`src/rtl/phy_tx_fifo_arbiter.sv`:
```
// ============================================================================
// phy_tx_fifo_arbiter
//
// Grants one PHY-TX FIFO to one of N_REQ byte-stream writers at a time, a whole
// frame at a time. Requesters are served in round-robin order. The owner's byte
// stream reaches the FIFO through a single register stage. Ownership ends on
// the owner's end-of-frame write. A watchdog closes any frame whose owner stalls
// or drops its request, so the FIFO never holds a partial frame.
//
// Parameters:
//   N_REQ    number of requesters (2..8)
//   TIMEOUT  owner-idle cycles (no wren) before the frame is force-terminated
//   TW       watchdog counter width, ceil(log2(TIMEOUT+1))
//
// Ports:
//   clk, rst     clock, synchronous active-high reset
//   req          per-requester frame request (level, held until the last byte)
//   req_din      byte data, requester i on bits [8i+7:8i]
//   req_del      end-of-frame flag, qualified by req_wren
//   req_wren     byte write strobe
//   gnt          one-hot ownership grant (registered)
//   req_afull    per-requester backpressure (combinational)
//   fifo_din     byte to the PHY-TX FIFO
//   fifo_del     end-of-frame marker to the PHY-TX FIFO
//   fifo_wren    write strobe to the PHY-TX FIFO
//   fifo_afull   almost-full from the PHY-TX FIFO
//   err_timeout  sticky: a frame was force-terminated
//   err_stray    sticky: a non-granted requester strobed wren
//   err_clr      clears both sticky flags
// ============================================================================
module phy_tx_fifo_arbiter #(
    parameter int N_REQ   = 4,
    parameter int TIMEOUT = 1024,
    parameter int TW      = 11
) (
    input  logic                 clk,
    input  logic                 rst,
    input  logic [N_REQ-1:0]     req,
    input  logic [8*N_REQ-1:0]   req_din,
    input  logic [N_REQ-1:0]     req_del,
    input  logic [N_REQ-1:0]     req_wren,
    output logic [N_REQ-1:0]     gnt,
    output logic [N_REQ-1:0]     req_afull,
    output logic [7:0]           fifo_din,
    output logic                 fifo_del,
    output logic                 fifo_wren,
    input  logic                 fifo_afull,
    output logic                 err_timeout,
    output logic                 err_stray,
    input  logic                 err_clr
);

    localparam int IW = (N_REQ > 1) ? $clog2(N_REQ) : 1;

    typedef enum logic [1:0] {
        S_IDLE,
        S_OWN,
        S_TERM,
        S_GAP
    } state_t;

    // ------------------------------------------------------------------------
    // Registered state
    // ------------------------------------------------------------------------
    state_t              state_q;
    logic [N_REQ-1:0]    gnt_q;
    logic [IW-1:0]       owner_q;
    logic [IW-1:0]       ptr_q;
    logic [TW-1:0]       wdog_q;
    logic                wrote_q;      // at least one byte of the frame reached the FIFO
    logic [7:0]          fifo_din_q;
    logic                fifo_del_q;
    logic                fifo_wren_q;
    logic                err_timeout_q;
    logic                err_stray_q;

    // ------------------------------------------------------------------------
    // Combinational helpers
    // ------------------------------------------------------------------------
    logic [IW-1:0]       pick_idx;
    logic                pick_vld;
    logic                own_req;
    logic                own_wren;
    logic                own_del;
    logic [7:0]          own_din;
    logic [TW-1:0]       wdog_inc;
    logic                wdog_expired;
    logic                stray;

    function automatic logic [IW-1:0] next_idx(input logic [IW-1:0] i);
        if (int'(i) == N_REQ - 1)
            return '0;
        else
            return i + IW'(1);
    endfunction

    // Round-robin scan starting at ptr_q; only registered state and req feed it,
    // and its result lands in gnt_q, so there is no combinational req->gnt path.
    always_comb begin
        int cand;
        pick_vld = 1'b0;
        pick_idx = '0;
        cand     = 0;
        for (int k = 0; k < N_REQ; k++) begin
            cand = int'(ptr_q) + k;
            if (cand >= N_REQ)
                cand = cand - N_REQ;
            if (!pick_vld && req[IW'(cand)]) begin
                pick_vld = 1'b1;
                pick_idx = IW'(cand);
            end
        end
    end

    // Owner's lane of the write interface; other lanes never reach the FIFO.
    always_comb begin
        own_req  = req[owner_q];
        own_wren = req_wren[owner_q];
        own_del  = req_del[owner_q];
        own_din  = req_din[{owner_q, 3'b000} +: 8];
    end

    assign wdog_inc     = wdog_q + TW'(1);
    assign wdog_expired = (wdog_inc == TW'(TIMEOUT));

    // Any strobe outside the grant is an error; the byte is simply not muxed.
    assign stray = |(req_wren & ~gnt_q);

    // ------------------------------------------------------------------------
    // Control FSM with registered outputs
    // ------------------------------------------------------------------------
    always_ff @(posedge clk) begin
        if (rst) begin
            state_q       <= S_IDLE;
            gnt_q         <= '0;
            owner_q       <= '0;
            ptr_q         <= '0;
            wdog_q        <= '0;
            wrote_q       <= 1'b0;
            fifo_din_q    <= 8'h00;
            fifo_del_q    <= 1'b0;
            fifo_wren_q   <= 1'b0;
            err_timeout_q <= 1'b0;
            err_stray_q   <= 1'b0;
        end else begin
            // Setting an error wins over a same-cycle clear.
            if (stray)
                err_stray_q <= 1'b1;
            else if (err_clr)
                err_stray_q <= 1'b0;

            if (state_q == S_TERM)
                err_timeout_q <= 1'b1;
            else if (err_clr)
                err_timeout_q <= 1'b0;

            case (state_q)
                S_IDLE: begin
                    fifo_wren_q <= 1'b0;
                    if (pick_vld && !fifo_afull) begin
                        gnt_q   <= {{(N_REQ-1){1'b0}}, 1'b1} << pick_idx;
                        owner_q <= pick_idx;
                        wdog_q  <= '0;
                        wrote_q <= 1'b0;
                        state_q <= S_OWN;
                    end
                end

                S_OWN: begin
                    fifo_wren_q <= own_wren;
                    if (own_wren) begin
                        fifo_din_q <= own_din;
                        fifo_del_q <= own_del;
                        wrote_q    <= 1'b1;
                        wdog_q     <= '0;
                    end else begin
                        wdog_q     <= wdog_inc;
                    end

                    // A clean end-of-frame takes priority over any watchdog expiry.
                    if (own_wren && own_del) begin
                        gnt_q   <= '0;
                        ptr_q   <= next_idx(owner_q);
                        state_q <= S_GAP;
                    end else if ((!own_wren && wdog_expired) || !own_req) begin
                        // Drop the grant immediately so the owner is backpressured
                        // while the terminating byte is issued.
                        gnt_q   <= '0;
                        state_q <= S_TERM;
                    end
                end

                S_TERM: begin
                    // Close a runt frame with a zero byte carrying del; a frame
                    // that never started needs no closing write.
                    fifo_wren_q <= wrote_q;
                    if (wrote_q) begin
                        fifo_din_q <= 8'h00;
                        fifo_del_q <= 1'b1;
                    end
                    gnt_q   <= '0;
                    ptr_q   <= next_idx(owner_q);
                    wrote_q <= 1'b0;
                    state_q <= S_GAP;
                end

                S_GAP: begin
                    fifo_wren_q <= 1'b0;
                    state_q     <= S_IDLE;
                end

                default: begin
                    fifo_wren_q <= 1'b0;
                    gnt_q       <= '0;
                    state_q     <= S_IDLE;
                end
            endcase
        end
    end

    // ------------------------------------------------------------------------
    // Outputs
    // ------------------------------------------------------------------------
    assign gnt         = gnt_q;
    assign req_afull   = ~gnt_q | {N_REQ{fifo_afull}};
    assign fifo_din    = fifo_din_q;
    assign fifo_del    = fifo_del_q;
    assign fifo_wren   = fifo_wren_q;
    assign err_timeout = err_timeout_q;
    assign err_stray   = err_stray_q;

endmodule

```
`config.mk`:
```
export PLATFORM = sky130hd
export DESIGN_NAME = phy_tx_fifo_arbiter
export DESIGN_NICKNAME = d
export VERILOG_FILES = /design/src/rtl/phy_tx_fifo_arbiter.sv
export SDC_FILE = /design/constraint.sdc
export NUM_CORES = 1
export LEC_CHECK = 0
export ABC_AREA = 1
export ABC_CLOCK_PERIOD_IN_PS = 3600
export BUFFER_PORTS_ARGS = -buffer_cell sky130_fd_sc_hd__buf_2
export CAP_MARGIN = 5
export CORE_MARGIN = 4
export CORE_UTILIZATION = 26
export DETAILED_ROUTE_END_ITERATION = 6
export GPL_ROUTABILITY_DRIVEN = 0
export SLEW_MARGIN = 20
export SYNTH_ARGS = -nofsm -noshare
export SYNTH_HDL_FRONTEND = slang
export SYNTH_SLANG_ARGS = --single-unit
```
`constraint.sdc`:
```
create_clock -name clk -period 3.6 [get_ports clk]
set_input_delay 0.54 -clock clk [delete_from_list [all_inputs] [get_ports clk]]
set_output_delay 0.54 -clock clk [all_outputs]
set_load 0.01 [all_outputs]
```
# After elaboration in Yosys (flattened, before gate mapping)
# Index checks and enable logic that the tools add are counted.
[word_totals]
reg_bits = 34
in_bits = 48
out_inout_bits = 20
wordCells = 129
[op_classes]
n_addsub = 9
n_lt_le_gt_ge = 9
eq_ne = 10
shifts = 2
n_mux = 57
bitwise = 3
n_reduce_logical = 28
[op_table]
columns = ["operator", "n"]
rows = [
  ["32-bit by 6-bit indexed part select with 8-bit output", 1],
  ["2-bit 2-to-1 mux", 13],
  ["1-bit 2-to-1 mux", 22],
  ["11-bit 2-to-1 mux", 2],
  ["11-bit case mux with 2 select lines", 1],
  ["2-bit by 4-bit < comparator with 1-bit output, second input constant", 4],
  ["8-bit 2-to-1 mux", 2],
  ["8-bit case mux with 2 select lines", 1],
  ["1-bit binary-select mux with 2-bit select", 7],
  ["4-bit 2-to-1 mux", 3],
  ["4-bit case mux with 3 select lines", 1],
  ["11-bit by 1-bit adder with 11-bit output, second input constant", 1],
  ["11-bit == test, second input constant", 1],
  ["3-bit >= comparator, second input constant", 3],
  ["3-bit AND reduction", 3],
  ["2-bit inequality test, second input constant", 4],
  ["2-bit case mux with 4 select lines", 1],
  ["2-bit AND reduction", 4],
  ["2-bit nonzero test", 4],
  ["2-bit by 1-bit subtractor with 2-bit output, second input constant", 4],
  ["2-bit by 2-bit adder with 3-bit output, second input constant", 2],
  ["1-bit logical AND", 6],
  ["1-bit zero test", 6],
  ["1-bit case mux with 3 select lines", 2],
  ["18 further kinds", 20],
]

# Depth between registers and ports, before layout
[depth]
word_depth = 18
mapped_depth = 14
ltp_nobuf = 14

# Worst setup path before layout
# Ideal clock, no wire load.
[synth_timing]
path_kind = "input port to flip-flop"
startpoint = "in req[2]"
endpoint = "reg wdog_q[2]"
setup_ns = 0.128
arrival_time_ns = 1.556
required_time_ns = 3.472
setup_slack_ns = 1.917
stages = 11
n_path_buf = 1
path_cell_list = "inv_1 o21ai_0 nand2_1 nand2_2 nor2_2 nand3_2 nand3_2 nand2_4 buf_6 o21ai_1 nor2_1"
[synth_via]
elab_chain_cells = 16
elab_cells_between_ends = 25
cone_classes = "eq/ne: 1; mux: 16; reduce/logical: 8"
[synth_rtl]
columns = ["item", "line_no", "source"]
rows = [
  ["start, declared", "38", "input logic [N_REQ-1:0] req,"],
  ["1-bit binary-select mux with 2-bit select", "108", "if (!pick_vld && req[IW'(cand)]) begin"],
  ["1-bit 2-to-1 mux (not written as such) (2 in series)", "108", ""],
  ["1-bit 2-to-1 mux", "108", ""],
  ["1-bit zero test", "108", ""],
  ["1-bit logical AND", "108", ""],
  ["1-bit 2-to-1 mux", "108", ""],
  ["1-bit zero test", "108", ""],
  ["1-bit logical AND", "108", ""],
  ["1-bit 2-to-1 mux", "108", ""],
  ["1-bit zero test", "108", ""],
  ["1-bit logical AND", "108", ""],
  ["1-bit 2-to-1 mux *", "108", ""],
  ["1-bit logical AND *", "160", "if (pick_vld && !fifo_afull) begin"],
  ["2-bit inequality test (no source line) *", "n/a", ""],
  ["2-bit AND reduction (no source line) *", "n/a", ""],
  ["end signal, assigned", "177", "wdog_q <= wdog_inc;"],
  ["end, declared", "69", "logic [TW-1:0] wdog_q;"],
]
# Every way passes the cells marked *; elsewhere a longest branch is shown, timed or not. The select of a mux whose other input is x is not followed.
# A chain may end at the register's enable or synchronous reset.

# Final worst setup path
[layout_timing]
startpoint = "reg owner_q[0]"
endpoint = "reg fifo_din_q[3] (netlist: fifo_din[3])"
[layout_via]
elab_chain_cells = 4
elab_cells_between_ends = 7
cone_classes = "eq/ne: 1; shift: 1; mux: 4; reduce/logical: 1"
[layout_rtl]
columns = ["item", "line_no", "source"]
rows = [
  ["start, declared", "67", "logic [IW-1:0] owner_q;"],
  ["start signal, assigned", "162", "owner_q <= pick_idx;"],
  ["parallel branches: the longest is 4 deep, another holds 32-bit by 6-bit indexed part select with 8-bit output", "n/a", ""],
  ["end signal, assigned", "172", "fifo_din_q <= own_din;"],
  ["end, declared", "71", "logic [7:0] fifo_din_q;"],
]
# Parallel ways; which one is timed is not known. The select of a mux whose other input is x is not followed.

==> metrics.log <==
[metrics] result of the run: finished clean
[metrics] Port Buffer Count: 67
[metrics] area grow syn2layout: 20.9%
[metrics] power spent charging and discharging nets: 1.27 mW
[metrics] leading cell type in the layout, fill and taps excluded: sky130_fd_sc_hd__nand2_1
[metrics] Die Footprint: 0.0106 mm2
[metrics] initial antenna violation count: 0
[metrics] sequential fraction of design power: 0.292
[metrics] critical path arrival: 2.74 ns
[metrics] Iteration-0 DRC Markers: 159
[metrics] Post-CTS Repair Setup Buffers: 0
[metrics] flip-flop and latch count after synthesis: 34
[metrics] most used cells in the layout excluding fill and tap cells: sky130_fd_sc_hd__nand2_1 (101), sky130_fd_sc_hd__buf_2 (67), sky130_fd_sc_hd__nor2_1 (56), sky130_fd_sc_hd__inv_1 (36), sky130_fd_sc_hd__o21ai_0 (36)
[metrics] clock transition time at the flip-flop clock pins of the worst setup and hold paths: 0.07 ns
[metrics] net count after synthesis: 435
[metrics] total CTS buffers: 5
[metrics] maximum clock frequency: 396 MHz
[metrics] average wire per cell in the routed design: 12.0 um
[metrics] total number of yosys warnings: 0
[metrics] Comb pwr share: 0.590
[metrics] global-route wire length before repair: 10,800 um
[metrics] maximum number of pins on one net before global-route repair: 30
[metrics] internal power component: 1.21 mW
[metrics] Clock Sink Count: 34
[metrics] classification of the worst setup path: reg -> reg
[metrics] Clock Skews: 0.00739 ns
[metrics] minimum clock period after layout: 2.52 ns
[metrics] power density of the placed cells: 875 mW/mm2
[metrics] total overflow reported by the global router: 0
[metrics] final cycle utilization of the critical path: 0.701
[metrics] area taken by flip-flops and latches: 681 um2
[metrics] die span in x: 103 um
[metrics] footprint of the multi-input gates: 0.00144 mm2
[metrics] number of cells traversed by the worst register-to-register path: 8
[metrics] vias in the first global route: 2,433
[metrics] number of rows created at floorplan: 34
[metrics] Sw Share: 0.512
[metrics] portion of total power attributed to the clock network: 0.118
[metrics] final antenna-violating net count: 0
[metrics] Worst path most repeated cell: sky130_fd_sc_hd__nand2_1
[metrics] TritonCTS clock tree: done
[metrics] Post-CTS Hold Fix Bufs: 0
[metrics] library cell used as clock root buffer: sky130_fd_sc_hd__clkbuf_8
[metrics] Total GRT Usage: 0.127
[metrics] worst path required time: 3.81 ns
[metrics] relative slew slack: 0.428
[metrics] maximum net fanout on the critical path: 29
[metrics] final core utilization: 0.324
[metrics] kind of capture point of the worst setup path: register
[metrics] maximum VDD drop: 294 uV
[metrics] y dimension of the die: 103 um
[metrics] clock buffer depth: 2
[metrics] sequential cell area fraction in the yosys report: 0.291
[metrics] hold path cells: 2
[metrics] initial core utilization: 0.268
[metrics] Final Hold Fails: 0
[metrics] number of distinct standard cells referenced by the synthesized netlist: 32
[metrics] cell type contributing the most total cell area after synthesis: sky130_fd_sc_hd__dfxtp_1
[metrics] Final Max Tran Viols: 0
[metrics] Setup violations, final: 0
[metrics] tightest hold margin: 0.468 ns
[metrics] setup total negative slack: 0 ns
[metrics] fill cell instance count of the final layout: 949
[metrics] fraction of layout instances using a drive strength above 1: 0.201
[metrics] type of element launching the critical path: register
[metrics] number of standard cells after synthesis: 381
[metrics] core region area: 0.00872 mm2
[metrics] vias after detailed routing: 2,603
[metrics] CP max stage delay: 0.88 ns
[metrics] fraction of post-synthesis cell area in the top cell type by area: 0.291
[metrics] number of max-capacitance violations reported: 0
[metrics] post-synthesis cell area: 0.00234 mm2
[metrics] worst-skew pair later-pin latency: 0.29 ns
[metrics] static leakage: 1.27 nW
[metrics] number of gates resized after CTS: 0
[metrics] count of antenna diodes in the layout: 0
[metrics] cells along the critical path: inv_2 > nand2_1 > nand3_1 > a21oi_2 > inv_1 > o211ai_2 > nand2_1 > a21oi_1
[metrics] slew at the pin closest to its max-slew limit: 0.856 ns
[metrics] Pre-antenna DRT Iters: 4
[metrics] path category of the worst min-delay check: reg -> reg
[metrics] total detailed-routing wirelength: 6590 um
[metrics] I/O pin cnt: 68
[metrics] mean instance size in the synthesized netlist: 6.13 um2
[metrics] cell types occupying the most area after synthesis: sky130_fd_sc_hd__dfxtp_1 (29%), sky130_fd_sc_hd__nand2_1 (16%), sky130_fd_sc_hd__nor2_1 (9.0%)
[metrics] count of nets after finishing: 496
[metrics] H-Tree Depth: 2
[metrics] unrepaired setup endpoints after global routing: false
[metrics] crit path max-delay cell type: sky130_fd_sc_hd__dfxtp_1
[metrics] detailed-route vias per instance: 4.72
[metrics] post-route DRC violation count: 0
[metrics] HPWL after detailed placement: 5020 um
area by class of cell:
type                       instances  share of cell area
multi-input combinational        297               0.511
sequential                        34               0.241
timing repair buffer              67               0.119
inverter                          37              0.0492
tap                              108              0.0479
clock buffer                       7              0.0306
clock inverter                     1             0.00177
cell families (layout without fill, tap and decap cells):
kind of cell | count (synthesis) | in the layout | synth area share
flops | 34 | 34 | 0.291
fa+ha+maj | 6 | 6 | 0.0321
simple gates | 197 | 197 | 0.357
buf+inv | 50 | 112 | 0.0910
xor+xnor | 2 | 2 | 0.0107
compound gates | 92 | 92 | 0.218
per-stage QoR:
| step | power (mW) | instances | instance area (um2) | setup slack, ns |
|---|---|---|---|---|
| final | 2.47 | 551 | 2820 | 1.08 |
| after global routing | 2.74 | 551 | 2820 | 0.699 |
| after CTS | 2.49 | 551 | 2820 | 1.01 |
| after detailed placement | 2.18 | 543 | 2730 | 1.07 |
| after global placement | 2.16 | 543 | 2730 | 1.17 |
| after floorplan | 1.86 | 381 | 2340 | 1.92 |
cell usage after synthesis:
| cell type | number |
|---|---|
| sky130_fd_sc_hd__ha_1 | 6 |
| sky130_fd_sc_hd__clkbuf_1 | 8 |
| sky130_fd_sc_hd__inv_2 | 1 |
| sky130_fd_sc_hd__a21oi_2 | 1 |
| sky130_fd_sc_hd__nand2_4 | 1 |
| sky130_fd_sc_hd__a211oi_1 | 1 |
| sky130_fd_sc_hd__nand4_1 | 3 |
| sky130_fd_sc_hd__o211ai_1 | 1 |
| sky130_fd_sc_hd__clkbuf_2 | 1 |
| sky130_fd_sc_hd__a21oi_1 | 28 |
| sky130_fd_sc_hd__o211ai_2 | 1 |
| sky130_fd_sc_hd__nand3_4 | 1 |
| sky130_fd_sc_hd__nor3_2 | 1 |
| sky130_fd_sc_hd__inv_1 | 36 |
| sky130_fd_sc_hd__xor2_2 | 1 |
| sky130_fd_sc_hd__o21ai_0 | 36 |
| sky130_fd_sc_hd__buf_2 | 1 |
| sky130_fd_sc_hd__dfxtp_1 | 34 |
| sky130_fd_sc_hd__o21ai_1 | 8 |
| sky130_fd_sc_hd__nand3_2 | 2 |
| sky130_fd_sc_hd__a221oi_1 | 1 |
| sky130_fd_sc_hd__nand2_1 | 101 |
| sky130_fd_sc_hd__o21bai_1 | 2 |
| sky130_fd_sc_hd__o21a_1 | 4 |
| sky130_fd_sc_hd__nand3_1 | 27 |
| sky130_fd_sc_hd__buf_6 | 3 |
| sky130_fd_sc_hd__o21ai_2 | 1 |
| sky130_fd_sc_hd__xnor2_1 | 1 |
| sky130_fd_sc_hd__o22ai_1 | 8 |
| sky130_fd_sc_hd__nand2_2 | 4 |
| sky130_fd_sc_hd__nor2_2 | 1 |
| sky130_fd_sc_hd__nor2_1 | 56 |
power groups by stage:
| stage | sequential (mW) | combinational, mW | clock [mW] |
|---|---|---|---|
| floorplan | 0.654 | 1.20 | 0 |
| global placement | 0.728 | 1.43 | 0 |
| detailed placement | 0.730 | 1.45 | 0 |
| CTS | 0.725 | 1.46 | 0.302 |
| global route | 0.755 | 1.67 | 0.319 |
| finish | 0.721 | 1.46 | 0.293 |
critical path: cells and delay by family, from the launching register on:
kind            cells  cell delay [ns]
flops               1             0.88
compound gates      3             0.72
buf+inv             2             0.52
simple gates        3             0.31
state kept, by name (all words and copies together) (netlist names):
name / cells
err_stray: 1
err_timeout: 1
fifo_del: 1
fifo_din: 8
fifo_wren: 1
gnt: 4
owner_q: 2
ptr_q: 2
state_q: 2
wdog_q: 11
wrote_q: 1
path summary, 6_finish.rpt:
path | startpoint | endpoint | slack, ns
worst max register to register | owner_q[0] | fifo_din[3] | 1.08
worst min-delay path | err_timeout | err_timeout | 0.47
worst min register to register | err_timeout | err_timeout | 0.47
worst max-delay path | owner_q[0] | fifo_din[3] | 1.08
layer usage:
metal	vias up	global-route usage	share of wire
li1	1366	-	-
met1	1162	0.164	0.47
met2	68	0.214	0.45
met3	7	0.0264	0.061
met4	0	0.0359	0.013
met5	-	0	0
(Power assumes the default switching activity.)
